$ cat src/rtl/stack_pkg.sv
// Shared definitions for the LIFO stack and its burst sequencing controller.
// Holds op codes, the controller state encoding and the length-width helper.
// No logic; imported by stack and stack_seq_ctrl.
package stack_pkg;

    localparam logic OP_PUSH = 1'b0;
    localparam logic OP_POP  = 1'b1;

    localparam logic [2:0] ST_IDLE       = 3'd0;
    localparam logic [2:0] ST_PUSH_FETCH = 3'd1;
    localparam logic [2:0] ST_POP_CHECK  = 3'd2;
    localparam logic [2:0] ST_ISSUE      = 3'd3;
    localparam logic [2:0] ST_SETTLE     = 3'd4;
    localparam logic [2:0] ST_DELIVER    = 3'd5;
    localparam logic [2:0] ST_DONE       = 3'd6;

    typedef enum logic [2:0] {
        IDLE       = ST_IDLE,
        PUSH_FETCH = ST_PUSH_FETCH,
        POP_CHECK  = ST_POP_CHECK,
        ISSUE      = ST_ISSUE,
        SETTLE     = ST_SETTLE,
        DELIVER    = ST_DELIVER,
        DONE       = ST_DONE
    } state_t;

    // Width able to hold any count 0..depth inclusive.
    function automatic int len_width(input int depth);
        return $clog2(depth) + 1;
    endfunction

endpackage

$ cat src/rtl/stack_seq_ctrl.sv
// Burst initiator for one LIFO stack: runs "push N" / "pop N" commands word by word.
// Latency: first stack strobe 2 cycles after command accept; push 3 cycles/word, pop 4 cycles/word.
// Backpressure: waits on wr_valid and rd_ready; ends a burst early with err on full/empty.
// Ports: cmd_* command in; wr_* source in; rd_* sink out; stk_* to/from the stack;
//        done pulse with done_count/err status held until the next done.
module stack_seq_ctrl
    import stack_pkg::*;
#(
    parameter int BANDWIDTH = 4,
    parameter int DEPTH     = 8,
    parameter int LEN_W     = len_width(DEPTH)
) (
    input  logic                 clk,
    input  logic                 rstn,
    input  logic                 cmd_valid,
    output logic                 cmd_ready,
    input  logic                 cmd_op,
    input  logic [LEN_W-1:0]     cmd_len,
    input  logic [BANDWIDTH-1:0] wr_data,
    input  logic                 wr_valid,
    output logic                 wr_ready,
    output logic [BANDWIDTH-1:0] rd_data,
    output logic                 rd_valid,
    input  logic                 rd_ready,
    output logic                 stk_push,
    output logic                 stk_pop,
    output logic [BANDWIDTH-1:0] stk_data_in,
    input  logic [BANDWIDTH-1:0] stk_data_out,
    input  logic                 stk_full,
    input  logic                 stk_empty,
    output logic                 done,
    output logic [LEN_W-1:0]     done_count,
    output logic                 err
);

    localparam logic [LEN_W-1:0] LEN_MAX = LEN_W'(DEPTH);

    state_t               state;
    state_t               state_nx;
    logic                 op;
    logic                 op_nx;
    logic [LEN_W-1:0]     len;
    logic [LEN_W-1:0]     len_nx;
    logic [LEN_W-1:0]     cnt;
    logic [LEN_W-1:0]     cnt_nx;
    logic                 err_flag;
    logic                 err_flag_nx;
    logic [BANDWIDTH-1:0] data_in_nx;
    logic [BANDWIDTH-1:0] rd_data_nx;

    always_ff @(posedge clk or negedge rstn) begin
        if (!rstn) begin
            state <= IDLE;
        end else begin
            state <= state_nx;
        end
    end

    always_comb begin
        state_nx    = state;
        op_nx       = op;
        len_nx      = len;
        cnt_nx      = cnt;
        err_flag_nx = err_flag;
        data_in_nx  = stk_data_in;
        rd_data_nx  = rd_data;
        cmd_ready   = 1'b0;
        wr_ready    = 1'b0;

        case (state)
            IDLE: begin
                cmd_ready = 1'b1;
                if (cmd_valid) begin
                    op_nx       = cmd_op;
                    len_nx      = (cmd_len > LEN_MAX) ? LEN_MAX : cmd_len;
                    cnt_nx      = '0;
                    err_flag_nx = 1'b0;
                    if (cmd_len == '0) begin
                        state_nx = DONE;
                    end else if (cmd_op == OP_PUSH) begin
                        state_nx = PUSH_FETCH;
                    end else begin
                        state_nx = POP_CHECK;
                    end
                end
            end
            PUSH_FETCH: begin
                // Full is checked before taking a word so no source data is lost.
                if (stk_full) begin
                    err_flag_nx = 1'b1;
                    state_nx    = DONE;
                end else if (wr_valid) begin
                    wr_ready   = 1'b1;
                    data_in_nx = wr_data;
                    state_nx   = ISSUE;
                end
            end
            POP_CHECK: begin
                if (stk_empty) begin
                    err_flag_nx = 1'b1;
                    state_nx    = DONE;
                end else begin
                    state_nx = ISSUE;
                end
            end
            ISSUE: begin
                state_nx = SETTLE;
            end
            SETTLE: begin
                // The stack has updated data_out/full/empty by the end of this cycle.
                if (op == OP_PUSH) begin
                    cnt_nx   = cnt + LEN_W'(1);
                    state_nx = (cnt_nx == len) ? DONE : PUSH_FETCH;
                end else begin
                    rd_data_nx = stk_data_out;
                    state_nx   = DELIVER;
                end
            end
            DELIVER: begin
                if (rd_ready) begin
                    cnt_nx   = cnt + LEN_W'(1);
                    state_nx = (cnt_nx == len) ? DONE : POP_CHECK;
                end
            end
            DONE: begin
                state_nx = IDLE;
            end
            default: begin
                state_nx = IDLE;
            end
        endcase
    end

    // Registered outputs are loaded from the next state so each one is
    // aligned with the state it belongs to (strobes in ISSUE, rd_valid in
    // DELIVER, done in DONE).
    always_ff @(posedge clk or negedge rstn) begin
        if (!rstn) begin
            op          <= OP_PUSH;
            len         <= '0;
            cnt         <= '0;
            err_flag    <= 1'b0;
            stk_data_in <= '0;
            rd_data     <= '0;
            stk_push    <= 1'b0;
            stk_pop     <= 1'b0;
            rd_valid    <= 1'b0;
            done        <= 1'b0;
            done_count  <= '0;
            err         <= 1'b0;
        end else begin
            op          <= op_nx;
            len         <= len_nx;
            cnt         <= cnt_nx;
            err_flag    <= err_flag_nx;
            stk_data_in <= data_in_nx;
            rd_data     <= rd_data_nx;
            stk_push    <= (state_nx == ISSUE) && (op_nx == OP_PUSH);
            stk_pop     <= (state_nx == ISSUE) && (op_nx == OP_POP);
            rd_valid    <= (state_nx == DELIVER);
            done        <= (state_nx == DONE);
            if (state_nx == DONE) begin
                done_count <= cnt_nx;
                err        <= err_flag_nx;
            end
        end
    end

endmodule
$ cat config.mk
export PLATFORM = sky130hd
export DESIGN_NAME = stack_seq_ctrl
export DESIGN_NICKNAME = d
export VERILOG_FILES = /design/src/rtl/stack_pkg.sv /design/src/rtl/stack_seq_ctrl.sv
export SDC_FILE = /design/constraint.sdc
export NUM_CORES = 1
export LEC_CHECK = 0
export BUFFER_PORTS_ARGS = -buffer_cell sky130_fd_sc_hd__buf_4
export CORE_UTILIZATION = 51
export DETAILED_ROUTE_END_ITERATION = 7
export PLACE_DENSITY = 0.83
export SYNTH_ARGS = -nofsm -noshare
export SYNTH_HDL_FRONTEND = slang
export SYNTH_SLANG_ARGS = --single-unit
$ cat constraint.sdc
create_clock -name clk -period 2.8 [get_ports clk]
set_input_delay 0.28 -clock clk [delete_from_list [all_inputs] [get_ports clk]]
set_output_delay 0.28 -clock clk [all_outputs]
set_load 0.01 [all_outputs]
### Yosys cells after proc, flatten, opt, wreduce, memory -nomap -nowiden

Index checks and enable logic that the tools add are counted.

* add/subtract/negate cells: 1
* bitwise operators: 2
* muxes and demuxes: 26
* reductions and logical operators: 7
* order comparisons: 1
* equal/unequal tests: 9

Operators with widths (count)
* $mux 3: 9
* $pmux 3 s6: 1
* $mux 4: 4
* $eq 3x3->1 const B: 4
* $pmux 4 s3: 1
* $eq 3x2->1 const B: 3
* $mux 1: 9
* $add 4x1->4 const B: 1
* $eq 4x4->1: 1
* $gt 4x4->1 const B: 1
* $logic_not 4->1: 1
* $reduce_and 2->1: 2
* $eq 3x1->1 const B: 1
* $logic_not 3->1: 1
* $pmux 1 s3: 1
* $reduce_and 3->1: 1
* $logic_and 1x1->1: 2
* $mux 2: 1
* $not 1->1: 2

* register bits: 30

### Logic depth before layout (Yosys ltp)

Gate-level depths: netlist of the first run.

* word-level depth: 7
* gate-level depth with buffers: 6

### Worst setup path before layout of the first run

OpenSTA, ideal clock, no wires.

* path type: register to register
* start: reg cnt[0]
* end: reg done_count[0]
* cell stages (with the launch flop): 7
* arrival time: 2.021 ns
* path slack: 0.654 ns
* period minus slack after synthesis: 2.146 ns
* buffers on the path: 0
* data required time: 2.675 ns
* library setup time: 0.125 ns
* cells stage by stage: dfrtp_1 ha_1 xor3_1 nor3_2 nand4b_2 a32oi_4 mux2_2

* word-level cells in the longest chain between the ends: 6

Ends and longest elaborated chain
* start: declaration: line stack_seq_ctrl.sv:44 `logic [LEN_W-1:0] cnt;`
* start signal: assignment: line stack_seq_ctrl.sv:154 `cnt <= cnt_nx;`
* $add 4x1->4: line stack_seq_ctrl.sv:112, stack_seq_ctrl.sv:121
* $eq 4x4->1: line stack_seq_ctrl.sv:113, stack_seq_ctrl.sv:122
* $mux 3, on equally long branches: line stack_seq_ctrl.sv:113, stack_seq_ctrl.sv:122
* $mux 3, on equally long branches: line stack_seq_ctrl.sv:111, stack_seq_ctrl.sv:120
* $pmux 3 s6: line stack_seq_ctrl.sv:70 `case (state)`
* $eq 3x3->1: line stack_seq_ctrl.sv:162 `if (state_nx == DONE) begin`
* end signal: assignment: line stack_seq_ctrl.sv:163 `done_count <= cnt_nx;`
* end: declaration: line stack_seq_ctrl.sv:32 `output logic [LEN_W-1:0] done_count,`

Several ways; a longest one is shown, not always the timed one.
A chain may end at the register's enable or synchronous reset.

### Worst setup path after layout of the first run

* start: reg cnt[0]
* end: reg done_count[3]

* word-level cells in the longest chain between the ends: 6

Ends and longest elaborated chain (line)
* $add 4x1->4 (*): stack_seq_ctrl.sv:112, stack_seq_ctrl.sv:121
* $eq 4x4->1: stack_seq_ctrl.sv:113, stack_seq_ctrl.sv:122
* $mux 3, on equally long branches: stack_seq_ctrl.sv:113, stack_seq_ctrl.sv:122
* $mux 3, on equally long branches: stack_seq_ctrl.sv:111, stack_seq_ctrl.sv:120
* $pmux 3 s6: stack_seq_ctrl.sv:70
* $eq 3x3->1: stack_seq_ctrl.sv:162

Mark *: on every way between the ends. The rest lies on a longest branch, timed or not.

==> key figures, run 1 <==
Routing
  • # DRC: 0
  • Post-Route WL: 3100 microns
  • DR iter-0 viols: 23
  • ANT nets after route: 0
  • Mean routed wirelength per cell: 15.0 microns
  • DRT Pass-1 Iters: 4
  • Routed vias: 1153
  • Vias per std cell: 5.57

Timing
  • Setup violators final: 0
  • Final Cycle Share: 84.0%
  • Setup TNS: 0 ps
  • Final Hold Fails: 0
  • Actual slew at the worst max-slew pin: 663 ps
  • Slew margin rel.: 55.4%
  • Hold slack final: 131 ps
  • RSZ-0062 raised after global routing: no
  • Count of pins over their slew limit: 0
  • Min Tclk post-route: 2350 ps
  • Highest Clock Rate: 0.425 GHz
  • Post-route clock skew: 9.37 ps

Critical path
  • Type of element capturing the critical path: flip-flop
  • FF-to-FF path depth: 6
  • Crit path cell chain: ha_1 > xor3_1 > nor3_2 > nand4b_2 > a32oi_4 > mux2_2
  • Setup crit start kind: flip-flop
  • Critical-path maximum fanout: 6
  • Data arrival, critical path: 2580 ps
  • Crit-path slowest cell: dfrtp_1
  • Crit path kind: flip-flop to flip-flop
  • WP data required: 3030 ps
  • Critical path's largest stage delay: 450 ps

Synthesis
  • Post-synth EDFFs: 0
  • Post-synthesis cell count: 133
  • Post-synth net total: 154
  • YS warnings: 0
  • Syn Std Cell Area: 1440 sq um
  • Top cells by count, synth: 30 x dfrtp_1, 21 x nand2_1, 11 x mux2_2
  • Synth async-reset ratio: 100%
  • Seq/Total Area, Yosys: 52.1%
  • Yosys top cell area share: 52.1%
  • Most numerous cell in the Yosys netlist: dfrtp_1
  • #FFs+latches synth: 30
  • Synthesized area per cell: 10.8 sq um
  • Post-synth top area cell: dfrtp_1
  • Post-synth cell types: 36
  • Ys flop type: dfrtp_1
  • Leading post-synthesis cells by cell area: dfrtp_1 52%, mux2_2 8.6%, nand2_1 5.5%, nand2b_1 3.9%, o21ai_0 3.1%

CTS
  • Post-cts sizing count: 0
  • CTS tree: built
  • Clk pin slew, worst setup/hold paths: 100 ps
  • CTS H-tree depth: 2
  • CTS Root Cell: clkbuf_4
  • Cts bufs inserted: 5
  • Clk sinks: 30
  • Later-pin clock latency in the skew report: 330 ps
  • Worst-case clock buffer depth: 2

Final layout
  • Ant diodes: 0
  • Seq. cell area: 751 sq um
  • Area grow syn2layout: 29.9%
  • Layout Utilization: 73.0%
  • NumNets Final: 197
  • Filler instances: 202
  • Multi-input logic area: 667 sq um
  • Layout cells sized above 1: 33.9%
  • Final Cell Area: 1870 sq um

Floorplanning
  • Die Ht: 55.2 microns
  • Num ports: 39
  • Starting Density: 56.1%
  • Core outline area: 2570 sq um
  • FP Rows: 18
  • Total Die Area: 3040 sq um
  • Die width: 55.2 microns

Power and ir drop
  • Final Total Pwr: 2.06 mW
  • Sw Ratio: 35.1%
  • Pwr dens: 1100 nW/um^2
  • Clk pwr share: 22.1%
  • Part of the power in registers: 37.0%
  • Comb power frac: 40.9%
  • Worst vdd ir: 0.000753 V
  • Internal power: 1.33 mW
  • Sw Pwr: 0.721 mW
  • Leakage: 0.922 nW

Placed design
  • DP Area: 1750 sq um
  • HPWL Detailed: 2370 microns
  • Routability cong.: 0.834
  • IO buf count: 38

Global routing
  • First-pass GRT wire length: 4770 microns
  • Initial antenna violation count: 0
  • GR Util All Layers: 23.4%
  • Gr ovfl total: 0
  • Vias in the first global route: 1081
  • Largest net degree at the start of global routing: 31

Worst hold path
  • HP Class: input port to flip-flop
  • Hold Path Stages: 3

Outcome
  • Status: completed

Job
  • Max-Cap Viols: 0
[worst paths after layout]
check,slack [ps],endpoint,startpoint
setup reg to reg,450,done_count[3]$_DFFE_PN0N_,cnt[0]$_DFF_PN0_
hold reg to reg,490,stk_data_in[1]$_DFFE_PN0P_,stk_data_in[1]$_DFFE_PN0P_
max in group asynchronous,2120,rd_data[3]$_DFFE_PN0P_,rstn
setup / recovery,450,done_count[3]$_DFFE_PN0N_,cnt[0]$_DFF_PN0_
hold / removal,130,stk_data_in[0]$_DFFE_PN0P_,wr_data[0]
min in group asynchronous,400,state[0]$_DFF_PN0_,rstn
[critical path: cells and delay by family (launching register included)]
kind	cells	cell delay (ps)
flip-flops	1	450
AO/OA/AOI/OAI	1	370
AND/OR/NAND/NOR	2	390
adder cells (fa/ha/maj)	1	270
XOR/XNOR	1	380
multiplexers	1	380
[state kept, by name, summed over array words and instances, names as in the netlist]
| signal | flops |
|---|---|
| stk_data_in | 4 |
| err_flag | 1 |
| rd_data | 4 |
| state | 3 |
| stk_push | 1 |
| done_count | 4 |
| rd_valid | 1 |
| cnt | 4 |
| op | 1 |
| done | 1 |
| stk_pop | 1 |
| len | 4 |
| err | 1 |
[cell families after synthesis]
kind of cell             Yosys count  synth area share [%]
AND/OR/NAND/NOR                   55                  20.0
flip-flops                        30                  52.1
AO/OA/AOI/OAI                     25                  12.8
multiplexers                      11                  8.59
buffers and inverters              6                  1.65
XOR/XNOR                           5                  4.08
adder cells (fa/ha/maj)            1                 0.868
[power by group through the flow]
stage | clock network, mW | logic [mW] | registers, mW
floorplan | 0 | 0.555 | 0.740
global placement | 0 | 0.809 | 0.750
detailed placement | 0 | 0.845 | 0.766
CTS | 0.461 | 0.849 | 0.758
global route | 0.481 | 0.918 | 0.784
finish | 0.454 | 0.841 | 0.760
[per-layer routing]
metal,global-route usage [%],part of all wire (%),vias up
met5,0,0,-
met2,39.8,53,30
met3,7.38,4.2,6
met1,27.1,42,559
li1,-,-,558
met4,9.58,1.3,0
[cell type report]
class | instances | area share (%)
inverters | 3 | 0.601
well taps | 30 | 2.00
multi-input cells | 97 | 35.6
clock buffers | 6 | 2.74
flip-flops and latches | 30 | 40.1
clock inverters | 2 | 3.21
repair buffers | 39 | 15.8
[cells in the final DEF (no fill, tap or decap), types with 2 or more instances in the layout]
cell       instances
a211o_1            2
a21oi_1            2
a22o_1             2
buf_4             38
bufinv_16          2
clkbuf_4           5
dfrtp_1           30
inv_1              3
mux2_2            11
nand2_1           21
nand2b_1           9
nand3_1            3
nand3b_1           2
nor2_1             6
nor2b_1            4
nor3_1             3
nor4_1             2
o21ai_0            9
xnor2_1            3
[what timing repair did]
item                      CTS  global route
hold endpoints to repair   30             0
hold buffers                1             0
setup buffers               0             0
[stage by stage]
step	instances	setup WS (ps)
final	207	447
after global routing	207	342
after CTS	207	430
after detailed placement	198	443
after global placement	198	573
after floorplan	133	654
No activity file was read; power rests on OpenSTA's default activity.
==> run 2: changes to the inputs <==
--- a/config.mk
+++ b/config.mk
@@ -6,9 +6,9 @@
 export NUM_CORES = 1
 export LEC_CHECK = 0
 export BUFFER_PORTS_ARGS = -buffer_cell sky130_fd_sc_hd__buf_4
-export CORE_UTILIZATION = 51
+export CORE_UTILIZATION = 46
 export DETAILED_ROUTE_END_ITERATION = 7
-export PLACE_DENSITY = 0.83
+export PLACE_DENSITY = 0.79
 export SYNTH_ARGS = -nofsm -noshare
 export SYNTH_HDL_FRONTEND = slang
 export SYNTH_SLANG_ARGS = --single-unit
==> constraint.sdc (replaced) <==
create_clock -name clk -period 1.9 [get_ports clk]
set_input_delay 0.19 -clock clk [delete_from_list [all_inputs] [get_ports clk]]
set_output_delay 0.19 -clock clk [all_outputs]
set_load 0.01 [all_outputs]
==> key figures, run 2 (synthesis gave the netlist of run 1 again) <==
Outcome
  • Status: complete, but fails checks
  • Failing checks: DRC, setup timing

Job
  • Max-Cap Viols: 0 (unchanged)

Timing
  • Min Tclk post-route: 2050 ps (-307 ps)
  • Slew margin rel.: 60.0% (+4.6 points)
  • Final Cycle Share: 108% (+24 points)
  • Post-route clock skew: 7.49 ps (-1.88 ps)
  • Count of pins over their slew limit: 0 (unchanged)
  • Final WS setup: -146 ps (-593 ps)
  • RSZ-0062 raised after global routing: yes
  • Setup violators final: 5 (+5)
  • Highest Clock Rate: 0.489 GHz (+15%)
  • Final Hold Fails: 0 (unchanged)
  • Actual slew at the worst max-slew pin: 596 ps (-67.1 ps)
  • Hold slack final: 61.4 ps (-69.6 ps)

Critical path
  • Crit path kind: flip-flop to flip-flop
  • Critical path's largest stage delay: 420 ps (-30 ps)
  • FF-to-FF path depth: 7 (+1)
  • Reg2Reg Setup Slack: -150 ps (-590 ps)
  • Crit path cell chain: ha_4 > xor2_1 > nor3_4 > nand3_2 > a32oi_4 > buf_12 > mux2_4
  • Crit-path slowest cell: dfrtp_1
  • Data arrival, critical path: 2250 ps (-330 ps)
  • Worst R2R End: done_count[3]$_DFFE_PN0N_
  • WP data required: 2110 ps (-920 ps)
  • Setup crit start kind: flip-flop
  • Crit path max-delay family: flip-flops
  • Critical-path maximum fanout: 6 (unchanged)
  • Type of element capturing the critical path: flip-flop
  • WP depth: 7 (+1)
  • Worst R2R Start: cnt[0]$_DFF_PN0_
  • Number of buffers and inverters on the critical path: 1 (+1)

Final layout
  • Area grow syn2layout: 40.4%
  • Ant diodes: 0 (unchanged)
  • Leading cell type in the layout, fill and taps excluded: buf_4
  • Most frequent cells in the layout: 51 x buf_4, 30 x dfrtp_1, 21 x nand2_1
  • NumNets Final: 211 (+7.1%)
  • Layout Utilization: 70.9% (-2.0 points)
  • Layout cells sized above 1: 40.5% (+6.6 points)

Power and ir drop
  • Worst vdd ir: 0.000973 V (+29%)
  • Leakage: 1.01 nW (+9.9%)
  • Pwr dens: 1570 nW/um^2 (+43%)

Routing
  • Routed vias: 1188 (+3.0%)
  • # DRC: 3 (+3)
  • Vias per std cell: 5.38 (-3.5%)
  • Mean routed wirelength per cell: 14.3 microns (-4.7%)
  • ANT nets after route: 0 (unchanged)
  • DRT Pass-1 Iters: 6 (+2)
  • DR iter-0 viols: 73 (+220%)
  • Post-Route WL: 3150 microns (+1.7%)

Placed design
  • Setup Slack @ Placement: -183 ps (-626 ps)
  • HPWL Detailed: 2350 microns (-1.1%)
  • IO buf count: 38 (unchanged)
  • Routability cong.: 0.831 (-0.31%)

Worst hold path
  • Min-Delay Startpoint: wr_data[3]
  • Hold Path Stages: 3 (unchanged)
  • HP Class: input port to flip-flop
  • Hold endpoint: stk_data_in[3]$_DFFE_PN0P_

Floorplanning
  • Starting Density: 50.5% (-5.6 points)
  • Num ports: 39 (unchanged)
  • Total Die Area: 3360 sq um (+10%)
  • Die width: 58.0 microns (+5.1%)
  • Die Ht: 58.0 microns (+5.1%)
  • Core outline area: 2850 sq um (+11%)
  • FP Rows: 19 (+1)

CTS
  • Clk pin slew, worst setup/hold paths: 90 ps (about the same)
  • Cts bufs inserted: 5 (unchanged)
  • CTS Root Cell: clkbuf_4
  • CTS tree: built
  • Later-pin clock latency in the skew report: 320 ps (about the same)
  • Worst-case clock buffer depth: 2 (unchanged)
  • Clk sinks: 30 (unchanged)
  • CTS H-tree depth: 2 (unchanged)

Global routing
  • Vias in the first global route: 1173 (+8.5%)
  • GR Util All Layers: 21.2% (-2.1 points)
  • Initial antenna violation count: 0 (unchanged)
  • First-pass GRT wire length: 5250 microns (+10%)
  • Gr ovfl total: 0 (unchanged)
  • Largest net degree at the start of global routing: 31 (unchanged)
==> run 2: worst max path at each step <==
| stage | startpoint | endpoint |
|---|---|---|
| after floorplan | cnt[0]$_DFF_PN0_ | done_count[0]$_DFFE_PN0N_ |
| after global placement | cnt[1]$_DFF_PN0_ | err$_DFFE_PN0N_ |
| after detailed placement | cnt[1]$_DFF_PN0_ | done_count[3]$_DFFE_PN0N_ |
| after CTS | cnt[0]$_DFF_PN0_ | done_count[0]$_DFFE_PN0N_ |
| after global routing | cnt[0]$_DFF_PN0_ | done_count[3]$_DFFE_PN0N_ |
| final | cnt[0]$_DFF_PN0_ | done_count[3]$_DFFE_PN0N_ |
==> run 2: layout make-up <==
type	instances	area, sq um
clock buffer	6	51.3
clock inverter	1	30.0
fill	212	830
inverter	3	11.3
multi-input combinational	97	728
sequential	30	751
tap	31	38.8
timing repair buffer	53	413
==> run 2: per-layer routing <==
metal	part of all wire (%)	vias up	track usage, %
met3	7.1	5	4.69
met2	48	47	34.3
met4	1.1	0	8.16
met5	0	-	0
li1	-	586	-
met1	44	550	28.1
==> run 2: repair_timing <==
| action | CTS | global route |
|---|---|---|
| endpoints found under the setup margin | 5 | 6 |
| hold endpoints to repair | 30 | 0 |
| pin swaps | 4 | 1 |
| setup buffers | 2 | 1 |
| gates resized for setup | 1 | 4 |
| hold buffers | 1 | 0 |
==> run 2: worst min-delay path: cells and delay by family <==
family,cells,cell delay [ps]
and+or+nand+nor,2,90
buffers and inverters,1,80
==> run 2: per-stage QoR <==
stage / setup TNS [ps] / total power, mW / instances / instance area, sq um
after floorplan: -395 / 1.98 / 133 / 1470
after global placement: -680 / 2.48 / 210 / 1870
after detailed placement: -897 / 2.54 / 210 / 1870
after CTS: -807 / 3.11 / 220 / 1990
after global routing: -1220 / 3.40 / 221 / 2020
final: -723 / 3.18 / 221 / 2020
==> run 2: report_power, final <==
| group | internal, mW | switching, mW | total (mW) | leakage [nW] |
|---|---|---|---|---|
| Sequential | 0.886 | 0.198 | 1.08 | 0.386 |
| Combinational | 0.844 | 0.743 | 1.59 | 0.583 |
| Clock | 0.306 | 0.202 | 0.508 | 0.0443 |
| Total | 2.04 | 1.14 | 3.18 | 1.01 |
